## src/rtl/wait_event_pkg.sv

```systemverilog
// Shared types for the wait-event stage: condition codes, FSM states and result kinds.
// Also holds the helper that decides whether a condition code is legal.
package wait_event_pkg;

   typedef enum logic [2:0] {
      WM_EQ   = 3'd0,
      WM_NEQ  = 3'd1,
      WM_RISE = 3'd2,
      WM_FALL = 3'd3,
      WM_CHG  = 3'd4
   } wait_mode_t;

   typedef enum logic [1:0] {
      IDLE = 2'd0,
      ARM  = 2'd1,
      WAIT = 2'd2,
      RESP = 2'd3
   } wait_state_t;

   typedef enum logic [1:0] {
      RES_NONE = 2'd0,
      RES_DONE = 2'd1,
      RES_TMO  = 2'd2,
      RES_ERR  = 2'd3
   } wait_res_t;

   localparam logic [2:0] MODE_MAX = 3'd4;

   function automatic logic mode_ok(input logic [2:0] mode);
      return (mode <= MODE_MAX);
   endfunction

endpackage

```

## src/rtl/wait_cond_eval.sv

```systemverilog
// Combinational condition check for one armed wait: compares the selected channel
// (and its previous-cycle value) against the registered value/mask for the given mode.
module wait_cond_eval
   import wait_event_pkg::*;
#(
   parameter int WIDTH = 8
) (
   input  logic [WIDTH-1:0] ch,
   input  logic [WIDTH-1:0] prev,
   input  logic [WIDTH-1:0] value,
   input  logic [WIDTH-1:0] mask,
   input  wait_mode_t       mode,
   output logic             hit
);

   always_comb begin
      hit = 1'b0;
      case (mode)
         WM_EQ:   hit = ((ch & mask) == (value & mask));
         WM_NEQ:  hit = ((ch & mask) != (value & mask));
         // Edge modes look only at bit 0 of the channel.
         WM_RISE: hit = !prev[0] && ch[0];
         WM_FALL: hit = prev[0] && !ch[0];
         WM_CHG:  hit = |((ch ^ prev) & mask);
         default: hit = 1'b0;
      endcase
   end

endmodule

```

## src/rtl/wait_event_multi.sv

```systemverilog
// Wait-event stage: holds one armed wait against one of WAIT_SIZE channels, with optional
// cycle timeout, and reports done / timeout / error as a one-cycle pulse in RESP.
module wait_event_multi
   import wait_event_pkg::*;
#(
   parameter  int WAIT_SIZE  = 5,
   parameter  int WAIT_WIDTH = 8,
   parameter  int TMO_WIDTH  = 32,
   localparam int SEL_W      = (WAIT_SIZE > 1) ? $clog2(WAIT_SIZE) : 1
) (
   input  logic                            clk,
   input  logic                            rst,
   // Command handshake: a command transfers on a cycle with i_cmd_valid && o_cmd_ready;
   // o_cmd_ready is high only in IDLE and never depends on i_cmd_valid.
   input  logic                            i_cmd_valid,
   output logic                            o_cmd_ready,
   input  logic [SEL_W-1:0]                i_cmd_sel,
   input  logic [2:0]                      i_cmd_mode,
   input  logic [WAIT_WIDTH-1:0]           i_cmd_value,
   input  logic [WAIT_WIDTH-1:0]           i_cmd_mask,
   input  logic [TMO_WIDTH-1:0]            i_cmd_tmo,
   input  logic                            i_abort,
   input  logic [WAIT_SIZE*WAIT_WIDTH-1:0] i_wait,
   output logic                            o_done,
   output logic                            o_timeout,
   output logic                            o_error,
   output logic                            o_busy,
   output wait_state_t                     o_state
);

   localparam logic [SEL_W:0]     SEL_LIMIT = (SEL_W + 1)'(WAIT_SIZE);
   localparam logic [TMO_WIDTH-1:0] CNT_ONE = TMO_WIDTH'(1);

   wait_state_t           state_q;
   wait_res_t             res_q;
   logic [SEL_W-1:0]      sel_q;
   wait_mode_t            mode_q;
   logic [WAIT_WIDTH-1:0] value_q;
   logic [WAIT_WIDTH-1:0] mask_q;
   logic [TMO_WIDTH-1:0]  tmo_q;
   logic                  tmo_en_q;
   logic [TMO_WIDTH-1:0]  cnt_q;
   logic [WAIT_WIDTH-1:0] prev_q;

   logic [WAIT_WIDTH-1:0] ch;
   logic                  hit;
   logic                  bad_cmd;
   logic                  expire;

   // Channel mux written as a compare loop so an out-of-range sel reads as zero.
   always_comb begin
      ch = '0;
      for (int k = 0; k < WAIT_SIZE; k++) begin
         if (sel_q == SEL_W'(k)) begin
            ch = i_wait[k*WAIT_WIDTH +: WAIT_WIDTH];
         end
      end
   end

   wait_cond_eval #(
      .WIDTH (WAIT_WIDTH)
   ) u_cond (
      .ch    (ch),
      .prev  (prev_q),
      .value (value_q),
      .mask  (mask_q),
      .mode  (mode_q),
      .hit   (hit)
   );

   assign bad_cmd = ({1'b0, i_cmd_sel} >= SEL_LIMIT) || !mode_ok(i_cmd_mode);

   // The last counted WAIT cycle is the one where the counter steps from 1 to 0.
   assign expire = tmo_en_q && (cnt_q == CNT_ONE);

   always_ff @(posedge clk) begin
      if (rst) begin
         state_q  <= IDLE;
         res_q    <= RES_NONE;
         sel_q    <= '0;
         mode_q   <= WM_EQ;
         value_q  <= '0;
         mask_q   <= '0;
         tmo_q    <= '0;
         tmo_en_q <= 1'b0;
         cnt_q    <= '0;
         prev_q   <= '0;
      end else begin
         case (state_q)
            IDLE: begin
               if (i_cmd_valid) begin
                  sel_q    <= i_cmd_sel;
                  mode_q   <= wait_mode_t'(i_cmd_mode);
                  value_q  <= i_cmd_value;
                  mask_q   <= i_cmd_mask;
                  tmo_q    <= i_cmd_tmo;
                  tmo_en_q <= |i_cmd_tmo;
                  if (bad_cmd) begin
                     state_q <= RESP;
                     res_q   <= RES_ERR;
                  end else begin
                     state_q <= ARM;
                     res_q   <= RES_NONE;
                  end
               end
            end
            ARM: begin
               if (i_abort) begin
                  state_q <= IDLE;
                  cnt_q   <= '0;
               end else begin
                  prev_q  <= ch;
                  cnt_q   <= tmo_q;
                  state_q <= WAIT;
               end
            end
            WAIT: begin
               if (i_abort) begin
                  state_q <= IDLE;
                  cnt_q   <= '0;
               end else begin
                  prev_q <= ch;
                  if (tmo_en_q && (cnt_q != '0)) begin
                     cnt_q <= cnt_q - CNT_ONE;
                  end
                  // A match on the expiry cycle still reports done.
                  if (hit) begin
                     state_q <= RESP;
                     res_q   <= RES_DONE;
                  end else if (expire) begin
                     state_q <= RESP;
                     res_q   <= RES_TMO;
                  end
               end
            end
            RESP: begin
               state_q <= IDLE;
               res_q   <= RES_NONE;
            end
            default: begin
               state_q <= IDLE;
               res_q   <= RES_NONE;
            end
         endcase
      end
   end

   assign o_cmd_ready = (state_q == IDLE);
   assign o_busy      = (state_q == ARM) || (state_q == WAIT);
   assign o_done      = (state_q == RESP) && (res_q == RES_DONE);
   assign o_timeout   = (state_q == RESP) && (res_q == RES_TMO);
   assign o_error     = (state_q == RESP) && (res_q == RES_ERR);
   assign o_state     = state_q;

endmodule

```

## config.mk

```make
export PLATFORM = sky130hd
export DESIGN_NAME = wait_event_multi
export DESIGN_NICKNAME = d
export VERILOG_FILES = /design/src/rtl/wait_event_pkg.sv /design/src/rtl/wait_cond_eval.sv /design/src/rtl/wait_event_multi.sv
export SDC_FILE = /design/constraint.sdc
export NUM_CORES = 1
export LEC_CHECK = 0
export BUFFER_PORTS_ARGS = -buffer_cell sky130_fd_sc_hd__buf_2
export CAP_MARGIN = 20
export CELL_PAD_IN_SITES_DETAIL_PLACEMENT = 0
export CELL_PAD_IN_SITES_GLOBAL_PLACEMENT = 1
export CORE_MARGIN = 2
export CORE_UTILIZATION = 40
export DETAILED_ROUTE_END_ITERATION = 8
export PLACE_DENSITY = 0.83
export REMOVE_ABC_BUFFERS = 1
export SYNTH_ARGS = -nofsm -noshare
export SYNTH_HDL_FRONTEND = slang
export SYNTH_SLANG_ARGS = --single-unit
```

## constraint.sdc

```tcl
create_clock -name clk -period 4.2 [get_ports clk]
set_clock_uncertainty 0.05 [all_clocks]
set_input_delay 0.42 -clock clk [delete_from_list [all_inputs] [get_ports clk]]
set_output_delay 0.42 -clock clk [all_outputs]
set_load 0.005 [all_outputs]
```

==> reports/qor.yml, run 1 <==
status:
  status: "completed"
floorplan:
  rows: 43
  die_h_um: 123
  floorplan.io_pins: 105
  dieWidth_um: 123
  core-area_um2: 13900
  dieArea_um2: 15200
  start_util: 0.410
sta:
  post-route-min-period_ns: 3.42
  rsz0062_at_grt: "false"
  final-setup-viol-count: 0
  hold_violations: 0
  fmax_ghz: 0.292
  fin_ws_ns: 0.776
  worst_slew_pin_slew_ns: 1.10
  period_share: 0.815
  fin_tns_setup_ns: 0
  final_max_slew_viol_count: 0
  slew_headroom: 0.268
logic_synthesis:
  ys.flop_type: "dfxtp_1"
  ys_seq_elements: 99
  synth.cell_area_um2: 5700
  synth_warnings: 0
  synth_area_leader_cell: "dfxtp_1"
  synth_top_area_frac: 0.348
  synth-async-reset-ratio: 0
  synthDistinctLibCells: 74
  synth.area.top_cells: "dfxtp_1, nand2_1, a21oi_1"
  syn_inst: 780
  synth_edf_count: 0
  postSynthAreaPerCell_um2: 7.30
  yosysSeqAreaShare: 0.348
layout:
  syn_to_final_growth_pct: 16.5
  nets: 965
  antenna_cells: 0
  drive_above_1_share: 0.176
clock_tree:
  clkTransAtPathRegs_ns: 0.06
  clock_latency_ns: 0.35
  cts_root_buf: "clkbuf_16"
  holdBufCountCts: 0
  cts_tree: "built"
  htreeDepth: 3
  clock-sinks: 99
  clock_path_buffers: 2
  cts_buffers: 9
  cts_setup_buffers: 0
  cts_resized: 0
power_and_ir_drop:
  p_per_area_nw_per_um2: 630
  clkPwrFrac: 0.196
  internal-power_uw: 2360
  p_leak_uw: 0.00251
  swShare: 0.435
  pwr-share-comb: 0.493
  ir_worst_vdd_v: 0.000219
  switchingPower_uw: 1820
  seqPwrFrac: 0.311
placed_design:
  place_congestion: 0.889
  place_ws_ns: 0.695
  port-buffer-count: 104
  dp_hpwl_um: 11200
worst_setup_path:
  cp.arrival_ns: 3.65
  worstSetupStartpointType: "flip-flop"
  critPathKind: "reg2reg"
  crit_required_ns: 4.43
  end_kind: "flip-flop"
  critical_path_peak_fanout: 10
drt:
  drt-pass1-iter-count: 5
  post-route-drc-count: 0
  drtIter0Drc: 472
  routed_wl_um: 16100
  avgRoutedWirePerCell_um: 15.4
  vias: 5741
  viasPerCell: 5.51
  ant_nets: 0
grt:
  grt_pass1_vias: 5265
  grt_pass1_wl_um: 25900
  grt_overflow: 0
  antenna_found_initial: 0
  grt_max_degree: 101
  grt.total_usage: 0.216
worst_hold_path:
  hp-class: "in2reg"
flow_run:
  cap_violations: 0
## registers in the layout, summed over array words and instances, names as in the netlist
register / cells
res_q: 2
tmo_en_q: 1
tmo_q: 32
mask_q: 8
sel_q: 3
mode_q: 3
cnt_q: 32
o_state: 2
prev_q: 8
value_q: 8
## cells by family (layout without fill, tap and decap cells)
group                    after synthesis  count (layout)  synth area share
buffers and inverters                 71             153            0.0527
AO/OA/AOI/OAI                        227             227             0.251
flip-flops                            99              99             0.348
adder cells (fa/ha/maj)                8               8            0.0176
XOR/XNOR                               7               7            0.0108
AND/OR/NAND/NOR                      349             349             0.283
multiplexers                          19              19            0.0373
## power by group through the flow
stage	combinational [µW]	clock [µW]	sequential, µW
2_1_floorplan	1460	0	1280
3_3_place_gp	2020	0	1320
3_5_place_dp	2030	0	1320
4_1_cts	2030	842	1300
5_1_grt	2350	875	1330
6_report	2060	819	1300
## area by class of cell
type,instances,area (µm²)
clock buffer,12,246
clock inverter,2,37.5
fill,1479,7250
inverter,24,90.1
multi-input combinational,610,3420
sequential,99,1980
tap,180,225
timing repair buffer,115,631
## Yosys cell counts, types with 5 or more instances
master	n
o211ai_1	6
mux2i_1	10
clkbuf_1	31
ha_1	8
mux2_2	6
xnor2_1	6
a21oi_1	93
nand3_1	12
nor4_1	15
nand2_1	157
buf_1	8
nand2b_1	10
and2_1	8
nor2b_1	7
inv_1	23
nor2_1	76
nor3_1	25
nand3b_1	15
a22oi_1	14
o21ai_0	43
dfxtp_1	99
a211oi_1	9
o22ai_1	8
a31oi_1	5
## layout by cell type (no fill, tap or decap), types with 4 or more instances in the layout
master and instances:
xnor2_1 6, a31oi_1 5, nor2_1 76, a21o_1 4, o211ai_1 6, clkbuf_16 9, o21ai_0 43, buf_2 103
mux2i_1 10, inv_1 23, nor2b_1 7, and2_1 7, nand4_1 4, ha_1 8, a22oi_1 14, nand3b_1 15
mux2_2 6, nor4_1 15, buf_4 10, a21oi_1 92, o2111ai_1 4, o22ai_1 8, o31ai_1 4, a211oi_1 9
nand2b_1 10, nand2_1 156, nor3_1 25, nand3_1 12, dfxtp_1 99
## path summary, 6_finish.rpt
| path | startpoint | cells past startpoint | slack [ns] | end |
|---|---|---|---|---|
| max | sel_q[1]$_SDFFE_PP0P_ | 13 | 0.78 | o_state[1]$_SDFFE_PP0P_ |
| min | i_cmd_mask[1] | 3 | 0.25 | mask_q[1]$_SDFFE_PP0P_ |
| max reg2reg | sel_q[1]$_SDFFE_PP0P_ | 13 | 0.78 | o_state[1]$_SDFFE_PP0P_ |
| min reg2reg | tmo_q[18]$_SDFFE_PP0P_ | 2 | 0.40 | tmo_q[18]$_SDFFE_PP0P_ |
## layer usage
layer | global-route usage | part of all wire
met5 | 0 | 0
met4 | 0.0881 | 0.022
met3 | 0.0263 | 0.045
met2 | 0.356 | 0.46
met1 | 0.285 | 0.47
## worst max-delay path, cell delays in order, from the launching register on
cell and delay [ns]:
dfxtp_1 0.54, mux4_2 0.37, nor2b_1 0.17, a21oi_1 0.28, inv_1 0.07, ha_1 0.18
mux2_2 0.25, nand3b_1 0.09, o2111ai_1 0.11, nor4_1 0.23, a31oi_1 0.11, or3b_4 0.45
o31a_1 0.30, o22ai_2 0.14
## through the flow
step | utilization | power [µW] | instance area (µm²) | cells | hold slack (ns)
after global placement | 0.454 | 3330 | 6300 | 1025 | 0.393
after detailed placement | 0.454 | 3340 | 6300 | 1025 | 0.398
after floorplan | - | 2730 | 5490 | 733 | 0.378
final | 0.478 | 4180 | 6630 | 1042 | 0.251
after CTS | 0.474 | 4180 | 6590 | 1039 | 0.242
after global routing | 0.478 | 4550 | 6630 | 1042 | 0.258
Power figures use the tool's default switching activity.
==> inputs of run 2 (changes only) <==
==> constraint.sdc (replaced) <==
create_clock -name clk -period 3.6 [get_ports clk]
set_clock_uncertainty 0.05 [all_clocks]
set_input_delay 0.36 -clock clk [delete_from_list [all_inputs] [get_ports clk]]
set_output_delay 0.36 -clock clk [all_outputs]
set_load 0.005 [all_outputs]
==> run 2 against run 1 <==
Effect of this change: total power increased by 20%; critical path depth did not move; worst hold slack worse by 0.060 ns.
==> reports/qor.yml, run 2 (synthesis results as in run 1) <==
layout:
  layout_commonest_cell: "nand2_1"  # unchanged
  instances_no_fill: 1054  # was 1042
  final_util: 0.484  # was 0.478
  reg_top3: "cnt_q (32), tmo_q (32)"  # unchanged
  antenna_cells: 0  # unchanged
  final_cell_mix: "nand2_1, buf_2, dfxtp_1"  # unchanged
  fillCellCount: 1476  # was 1479
  nets: 975  # was 965
  syn_to_final_growth_pct: 17.8  # was 16.5%
  drive_above_1_share: 0.188  # was 0.176
sta:
  final_max_slew_viol_count: 0  # unchanged
  final-setup-viol-count: 0  # unchanged
  period_share: 0.929  # was 0.815
  hold_violations: 0  # unchanged
  fin_tns_setup_ns: 0  # unchanged
  slew_headroom: 0.438  # was 0.268
  whs_ns: 0.190  # was 0.251 ns
  worst_slew_pin_slew_ns: 0.842  # was 1.10 ns
  fmax_ghz: 0.299  # was 0.292 GHz
  rsz0062_at_grt: "false"  # unchanged
  post-route-min-period_ns: 3.35  # was 3.42 ns
clock_tree:
  cts_root_buf: "clkbuf_16"  # unchanged
  htreeDepth: 3  # unchanged
  clkTransAtPathRegs_ns: 0.07  # was 0.06 ns
  holdBufCountCts: 0  # unchanged
  clock-sinks: 99  # unchanged
  clock_latency_ns: 0.36  # was 0.35 ns
  cts_resized: 0  # unchanged
  cts_tree: "built"  # unchanged
  clock_path_buffers: 2  # unchanged
  cts_buffers: 9  # unchanged
  cts_setup_buffers: 0  # unchanged
worst_setup_path:
  reg2reg_depth: 13  # unchanged
  worstSetupStartpoint: "sel_q[0]$_SDFFE_PP0P_"  # was sel_q[1]$_SDFFE_PP0P_
  r2r-start: "sel_q[0]$_SDFFE_PP0P_"  # was sel_q[1]$_SDFFE_PP0P_
  r2r_setup_slack_ns: 0.25  # was 0.78 ns
  critical_path_peak_fanout: 5  # was 10
  cp-endpoint: "o_state[1]$_SDFFE_PP0P_"  # unchanged
  cpPeakStageDelay_ns: 0.50  # was 0.54 ns
  cp.arrival_ns: 3.58  # was 3.65 ns
  path_cells: "mux4_2 > nor2b_1 > a21oi_1 > inv_1 > ha_1 > mux2_2 > nand3b_1 > o2111ai_1 > nor4_1 > a31oi_1 > or3b_4 > o31a_1 > o22ai_2"  # unchanged
  end_kind: "flip-flop"  # unchanged
  r2r_end: "o_state[1]$_SDFFE_PP0P_"  # unchanged
  worstSetupStartpointType: "flip-flop"  # unchanged
  cpMaxStageDelayCell: "mux4_2"  # was dfxtp_1
  critPathKind: "reg2reg"  # unchanged
  crit_required_ns: 3.83  # was 4.43 ns
status:
  status: "completed"  # unchanged
floorplan:
  rows: 43  # unchanged
  floorplan.io_pins: 105  # unchanged
  dieArea_um2: 15200  # unchanged
  dieWidth_um: 123  # unchanged
  core-area_um2: 13900  # unchanged
  die_h_um: 123  # unchanged
  start_util: 0.410  # unchanged
power_and_ir_drop:
  ir_worst_vdd_v: 0.000301  # was 0.000219 V
  p_leak_uw: 0.00257  # was 0.00251 µW
  seqPwrFrac: 0.300  # was 0.311
  p_per_area_nw_per_um2: 748  # was 630 nW/µm²
  swShare: 0.432  # was 0.435
  clkPwrFrac: 0.197  # was 0.196
  pwr-share-comb: 0.503  # was 0.493
  internal-power_uw: 2850  # was 2360 µW
  switchingPower_uw: 2170  # was 1820 µW
  total_power_uw: 5020  # was 4180 µW
drt:
  post-route-drc-count: 0  # unchanged
  viasPerCell: 5.56  # was 5.51
  drt-pass1-iter-count: 5  # unchanged
  drtIter0Drc: 440  # was 472
  routed_wl_um: 16200  # was 16100 µm
  vias: 5862  # was 5741
  avgRoutedWirePerCell_um: 15.4  # about the same
  ant_nets: 0  # unchanged
flow_run:
  cap_violations: 0  # unchanged
grt:
  grt_overflow: 0  # unchanged
  grt_pass1_wl_um: 26500  # was 25900 µm
  antenna_found_initial: 0  # unchanged
  grt_max_degree: 79  # was 101
  grt.total_usage: 0.220  # was 0.216
  grt_pass1_vias: 5332  # was 5265
worst_hold_path:
  hp-class: "in2reg"  # unchanged
placed_design:
  place_congestion: 0.937  # was 0.889
  dp_hpwl_um: 11500  # was 11200 µm
  placedCellCount: 1037  # was 1025
  port-buffer-count: 104  # unchanged
==> run 2: cell count changes in the layout (fill, tap and decap cells not counted), sizes merged <==
cell	delta
inv	+1
clkbuf	-1
buf	+10
clkinv	+2
==> run 2: metal layers <==
| layer | wire (µm) | up-vias | track usage |
|---|---|---|---|
| met1 | 7470 | 2738 | 0.292 |
| met3 | 783 | 23 | 0.0291 |
| met2 | 7590 | 149 | 0.361 |
| met4 | 357 | 0 | 0.0881 |
| li1 | - | 2952 | - |
| met5 | 0 | - | 0 |
==> run 2: worst max-delay path: cells and delay by family, from the launching register on <==
kind,cells,cell delay (ns)
simple gates,4,0.95
compound gates,5,0.93
flops,1,0.35
buf+inv,1,0.07
mux,2,0.75
fa+ha+maj,1,0.18
==> run 2: stage by stage <==
step	area [µm²]	setup slack (ns)
floorplan	5490	0.145
global placement	6390	0.259
detailed placement	6390	0.200
CTS	6690	0.253
global route	6710	0.0670
finish	6710	0.254
==> run 2: layout make-up <==
| cell class | instances | area [µm²] | share of cell area |
|---|---|---|---|
| Clock buffer | 11 | 243 | 0.0362 |
| Clock inverter | 5 | 60.1 | 0.00895 |
| Inverter | 24 | 90.1 | 0.0134 |
| Multi-Input combinational cell | 610 | 3420 | 0.509 |
| Sequential cell | 99 | 1980 | 0.295 |
| Tap cell | 180 | 225 | 0.0336 |
| Timing Repair Buffer | 125 | 693 | 0.103 |
==> run 2: power by group through the flow <==
| stage | Combinational (µW) | Sequential, µW | Clock (µW) |
|---|---|---|---|
| 2_1_floorplan | 1700 | 1490 | 0 |
| 5_1_grt | 2870 | 1540 | 1060 |
| 6_report | 2520 | 1510 | 991 |
| 4_1_cts | 2500 | 1510 | 1020 |
| 3_5_place_dp | 2490 | 1530 | 0 |
| 3_3_place_gp | 2480 | 1530 | 0 |
==> run 2: how the worst min path moves through the flow <==
stage,from,cells after the start,slack (ns),end
after floorplan,tmo_q[12]$_SDFFE_PP0P_,2,0.38,tmo_q[12]$_SDFFE_PP0P_
after CTS,i_cmd_mask[3],3,0.18,mask_q[3]$_SDFFE_PP0P_
after detailed placement,tmo_q[4]$_SDFFE_PP0P_,2,0.39,tmo_q[4]$_SDFFE_PP0P_
after global routing,i_cmd_mask[1],3,0.20,mask_q[1]$_SDFFE_PP0P_
after global placement,tmo_q[3]$_SDFFE_PP0P_,2,0.39,tmo_q[3]$_SDFFE_PP0P_
final,i_cmd_mask[3],3,0.19,mask_q[3]$_SDFFE_PP0P_
==> inputs of run 3 (changes only) <==
--- a/config.mk
+++ b/config.mk
@@ -5,13 +5,15 @@
 export SDC_FILE = /design/constraint.sdc
 export NUM_CORES = 1
 export LEC_CHECK = 0
+export ABC_AREA = 1
 export BUFFER_PORTS_ARGS = -buffer_cell sky130_fd_sc_hd__buf_2
 export CAP_MARGIN = 20
 export CELL_PAD_IN_SITES_DETAIL_PLACEMENT = 0
 export CELL_PAD_IN_SITES_GLOBAL_PLACEMENT = 1
 export CORE_MARGIN = 2
-export CORE_UTILIZATION = 40
+export CORE_UTILIZATION = 39
 export DETAILED_ROUTE_END_ITERATION = 8
+export MAX_ROUTING_LAYER = met4
 export PLACE_DENSITY = 0.83
 export REMOVE_ABC_BUFFERS = 1
 export SYNTH_ARGS = -nofsm -noshare
==> run 3 against run 2 <==
Effect of this change: register-to-register slack better by 0.31 ns; fmax is 10% higher; synthesized cell count is 7.9% higher; critical endpoint is now res_q[0]$_SDFFE_PP0P_; largest cell class unchanged; largest power group unchanged.
==> reports/qor.yml, run 3 <==
worst_setup_path:
  path_cells: "nor2_4 > nand2_2 > or2_2 > nand2_1 > inv_1 > ha_1 > inv_1 > nand2_1 > nand2_1 > nor2_1 > nand2_1 > nand2_1 > nand2_2 > nor2_2 > nand4_1 > nand3_2 > nand2_1 > nand2_1 > nor2_1"  # was mux4_2 > nor2b_1 > a21oi_1 > inv_1 > ha_1 > mux2_2 > nand3b_1 > o2111ai_1 > nor4_1 > a31oi_1 > or3b_4 > o31a_1 > o22ai_2
  worstSetupStartpointType: "flip-flop"  # unchanged
  cpPeakStageDelay_ns: 0.55  # was 0.50 ns
  r2r_end: "res_q[0]$_SDFFE_PP0P_"  # was o_state[1]$_SDFFE_PP0P_
  crit_required_ns: 3.80  # was 3.83 ns
  r2r-start: "sel_q[0]$_SDFFE_PP0P_"  # unchanged
  cp.arrival_ns: 3.24  # was 3.58 ns
  reg2reg_depth: 19  # was 13
  end_kind: "flip-flop"  # unchanged
  critPathBufInv: 2  # was 1
  r2r_setup_slack_ns: 0.56  # was 0.25 ns
  critPathKind: "reg2reg"  # unchanged
  cp_common_cell: "nand2_1"
  cpMaxStageDelayCell: "dfxtp_1"  # was mux4_2
  critical_path_peak_fanout: 18  # was 5
  worstSetupStartpoint: "sel_q[0]$_SDFFE_PP0P_"  # unchanged
  path_depth: 19  # was 13
  path_delay_family: "simple AND/OR/NAND/NOR gates"  # unchanged
clock_tree:
  htreeDepth: 3  # unchanged
  clkTransAtPathRegs_ns: 0.07  # about the same
  cts_buffers: 9  # unchanged
  clock_path_buffers: 2  # unchanged
  clock-sinks: 99  # unchanged
  cts_tree: "built"  # unchanged
  clock_latency_ns: 0.36  # about the same
  cts_setup_buffers: 0  # unchanged
  holdBufCountCts: 0  # unchanged
  cts_resized: 0  # unchanged
  cts_root_buf: "clkbuf_16"  # unchanged
layout:
  drive_above_1_share: 0.175  # was 0.188
  final_util: 0.471  # was 0.484
  reg_top3: "cnt_q (32), tmo_q (32)"  # unchanged
  nets: 1031  # was 975
  layout_commonest_cell: "nor2_1"  # was nand2_1
  final_cell_mix: "nor2_1, o21ai_0, buf_2"  # was nand2_1, buf_2, dfxtp_1
  antenna_cells: 0  # unchanged
  fillCellCount: 1449  # was 1476
  syn_to_final_growth_pct: 17.8  # about the same
  stdcell_area_um2: 6540  # was 6710 µm²
sta:
  post-route-min-period_ns: 3.04  # was 3.35 ns
  hold_violations: 0  # unchanged
  worst_slew_pin_slew_ns: 0.844  # was 0.842 ns
  final_max_slew_viol_count: 0  # unchanged
  slew_headroom: 0.437  # was 0.438
  fin_tns_setup_ns: 0  # unchanged
  period_share: 0.844  # was 0.929
  fmax_ghz: 0.329  # was 0.299 GHz
  rsz0062_at_grt: "false"  # unchanged
  final-setup-viol-count: 0  # unchanged
grt:
  top_usage_layer: "met2"  # unchanged
  grt_use_met1: 0.302  # was 0.292
  antenna_found_initial: 0  # unchanged
  grt_pass1_vias: 5196  # was 5332
  grt_overflow: 0  # unchanged
  use_met3: 0.0378  # was 0.0291
  grt_pass1_wl_um: 25600  # was 26500 µm
  grt.total_usage: 0.220  # about the same
  grt_max_degree: 66  # was 79
  grtUsageMet2: 0.333  # was 0.361
flow_run:
  cap_violations: 0  # unchanged
logic_synthesis:
  syn_inst: 842  # was 780
  synth.area.top_cells: "dfxtp_1, o21ai_0, nor2_1"  # was dfxtp_1, nand2_1, a21oi_1
  synth_edf_count: 0  # unchanged
  synth_area_leader_cell: "dfxtp_1"  # unchanged
  synth_top_family_by_area: "simple AND/OR/NAND/NOR gates"  # unchanged
  synthSimpleGateAreaFrac: 0.331  # was 0.283
  synth_warnings: 0  # unchanged
  synth.cell_area_um2: 5550  # was 5700 µm²
  synth_xor_area_frac: 0.00473  # was 0.0108
  synth.mux.area_fraction: 0  # was 0.0373
  yosysMostFrequentCell: "nor2_1"  # was nand2_1
  synthDistinctLibCells: 40  # was 74
  postSynthAreaPerCell_um2: 6.59  # was 7.30 µm²
  ys.flop_type: "dfxtp_1"  # unchanged
  synth_compound_area_frac: 0.201  # was 0.251
  yosysSeqAreaShare: 0.357  # was 0.348
  synth-async-reset-ratio: 0  # unchanged
  synth_top_area_frac: 0.357  # was 0.348
  synthAdderAreaFrac: 0.0180  # was 0.0176
  ys_seq_elements: 99  # unchanged
  synthTopCellsByCount: "nor2_1, o21ai_0, nand2_1"  # was nand2_1, dfxtp_1, a21oi_1
worst_hold_path:
  min_to: "mask_q[7]$_SDFFE_PP0P_"  # was mask_q[3]$_SDFFE_PP0P_
  holdCritStartpoint: "i_cmd_mask[7]"  # was i_cmd_mask[3]
  hp-class: "in2reg"  # unchanged
  holdPathStages: 3  # unchanged
placed_design:
  dp_hpwl_um: 10900  # was 11500 µm
  place_area_um2: 6200  # was 6390 µm²
  place_congestion: 0.811  # was 0.937
  port-buffer-count: 104  # unchanged
drt:
  drt-pass1-iter-count: 4  # was 5
  avgRoutedWirePerCell_um: 14.0  # was 15.4 µm
  vias: 5729  # was 5862
  post-route-drc-count: 0  # unchanged
  ant_nets: 0  # unchanged
  routed_wl_um: 15600  # was 16200 µm
  viasPerCell: 5.16  # was 5.56
  drtIter0Drc: 357  # was 440
floorplan:
  core-area_um2: 13900  # unchanged
  start_util: 0.400  # was 0.410
  dieWidth_um: 123  # about the same
  die_h_um: 123  # about the same
  dieArea_um2: 15200  # about the same
  floorplan.io_pins: 105  # unchanged
  rows: 43  # unchanged
power_and_ir_drop:
  p_per_area_nw_per_um2: 801  # was 748 nW/µm²
  ir_worst_vdd_v: 0.000334  # was 0.000301 V
  p_leak_uw: 0.00290  # was 0.00257 µW
  total_power_uw: 5240  # was 5020 µW
status:
  status: "completed"  # unchanged
==> run 3: stage by stage <==
step,hold WS (ns),setup WS [ns],instances
detailed placement,0.418,0.587,1093
finish,0.203,0.560,1110
CTS,0.191,0.576,1109
floorplan,0.372,0.396,800
global placement,0.412,0.574,1093
global route,0.224,0.103,1110
==> run 3: how the worst max path moves through the flow <==
stage,to,slack [ns]
after global routing,cnt_q[18]$_SDFFE_PP0P_,0.10
after global placement,res_q[1]$_SDFFE_PP0P_,0.57
after floorplan,tmo_q[0]$_SDFFE_PP0P_,0.40
after detailed placement,res_q[0]$_SDFFE_PP0P_,0.59
final,res_q[0]$_SDFFE_PP0P_,0.56
after CTS,res_q[0]$_SDFFE_PP0P_,0.58
==> run 3: kinds of logic after synthesis <==
| family | Yosys count |
|---|---|
| AOI/OAI and AO/OA | 207 |
| xor gates and xnor gates | 3 |
| and+or+nand+nor | 402 |
| adders and majority gates | 8 |
| DFF | 99 |
| buffers and inverters | 123 |
==> run 3: routing by layer <==
layer,vias up,routed length (µm)
met2,124,6920
met4,0,221
met5,-,0
met1,2571,7730
li1,3021,-
met3,13,695
==> run 3: power breakdown <==
group | total, µW | switching [µW] | internal [µW]
registers | 1710 | 276 | 1430
clock network | 1100 | 429 | 668
logic | 2440 | 1580 | 855
==> run 3: final cells by class <==
cell class | instances | area, µm² | area share
clock inverters | 3 | 68.8 | 0.0105
inverters | 81 | 304 | 0.0465
well taps | 180 | 225 | 0.0344
flip-flops and latches | 99 | 1980 | 0.303
multi-input cells | 620 | 3090 | 0.472
repair buffers | 114 | 608 | 0.0929
clock buffers | 13 | 270 | 0.0413
==> run 3: worst reg2reg max path, delay by kind of cell (launching register included) <==
family / cells / cell delay, ns
buf+inv: 2 / 0.09
simple gates: 16 / 1.97
fa+ha+maj: 1 / 0.27
flops: 1 / 0.55
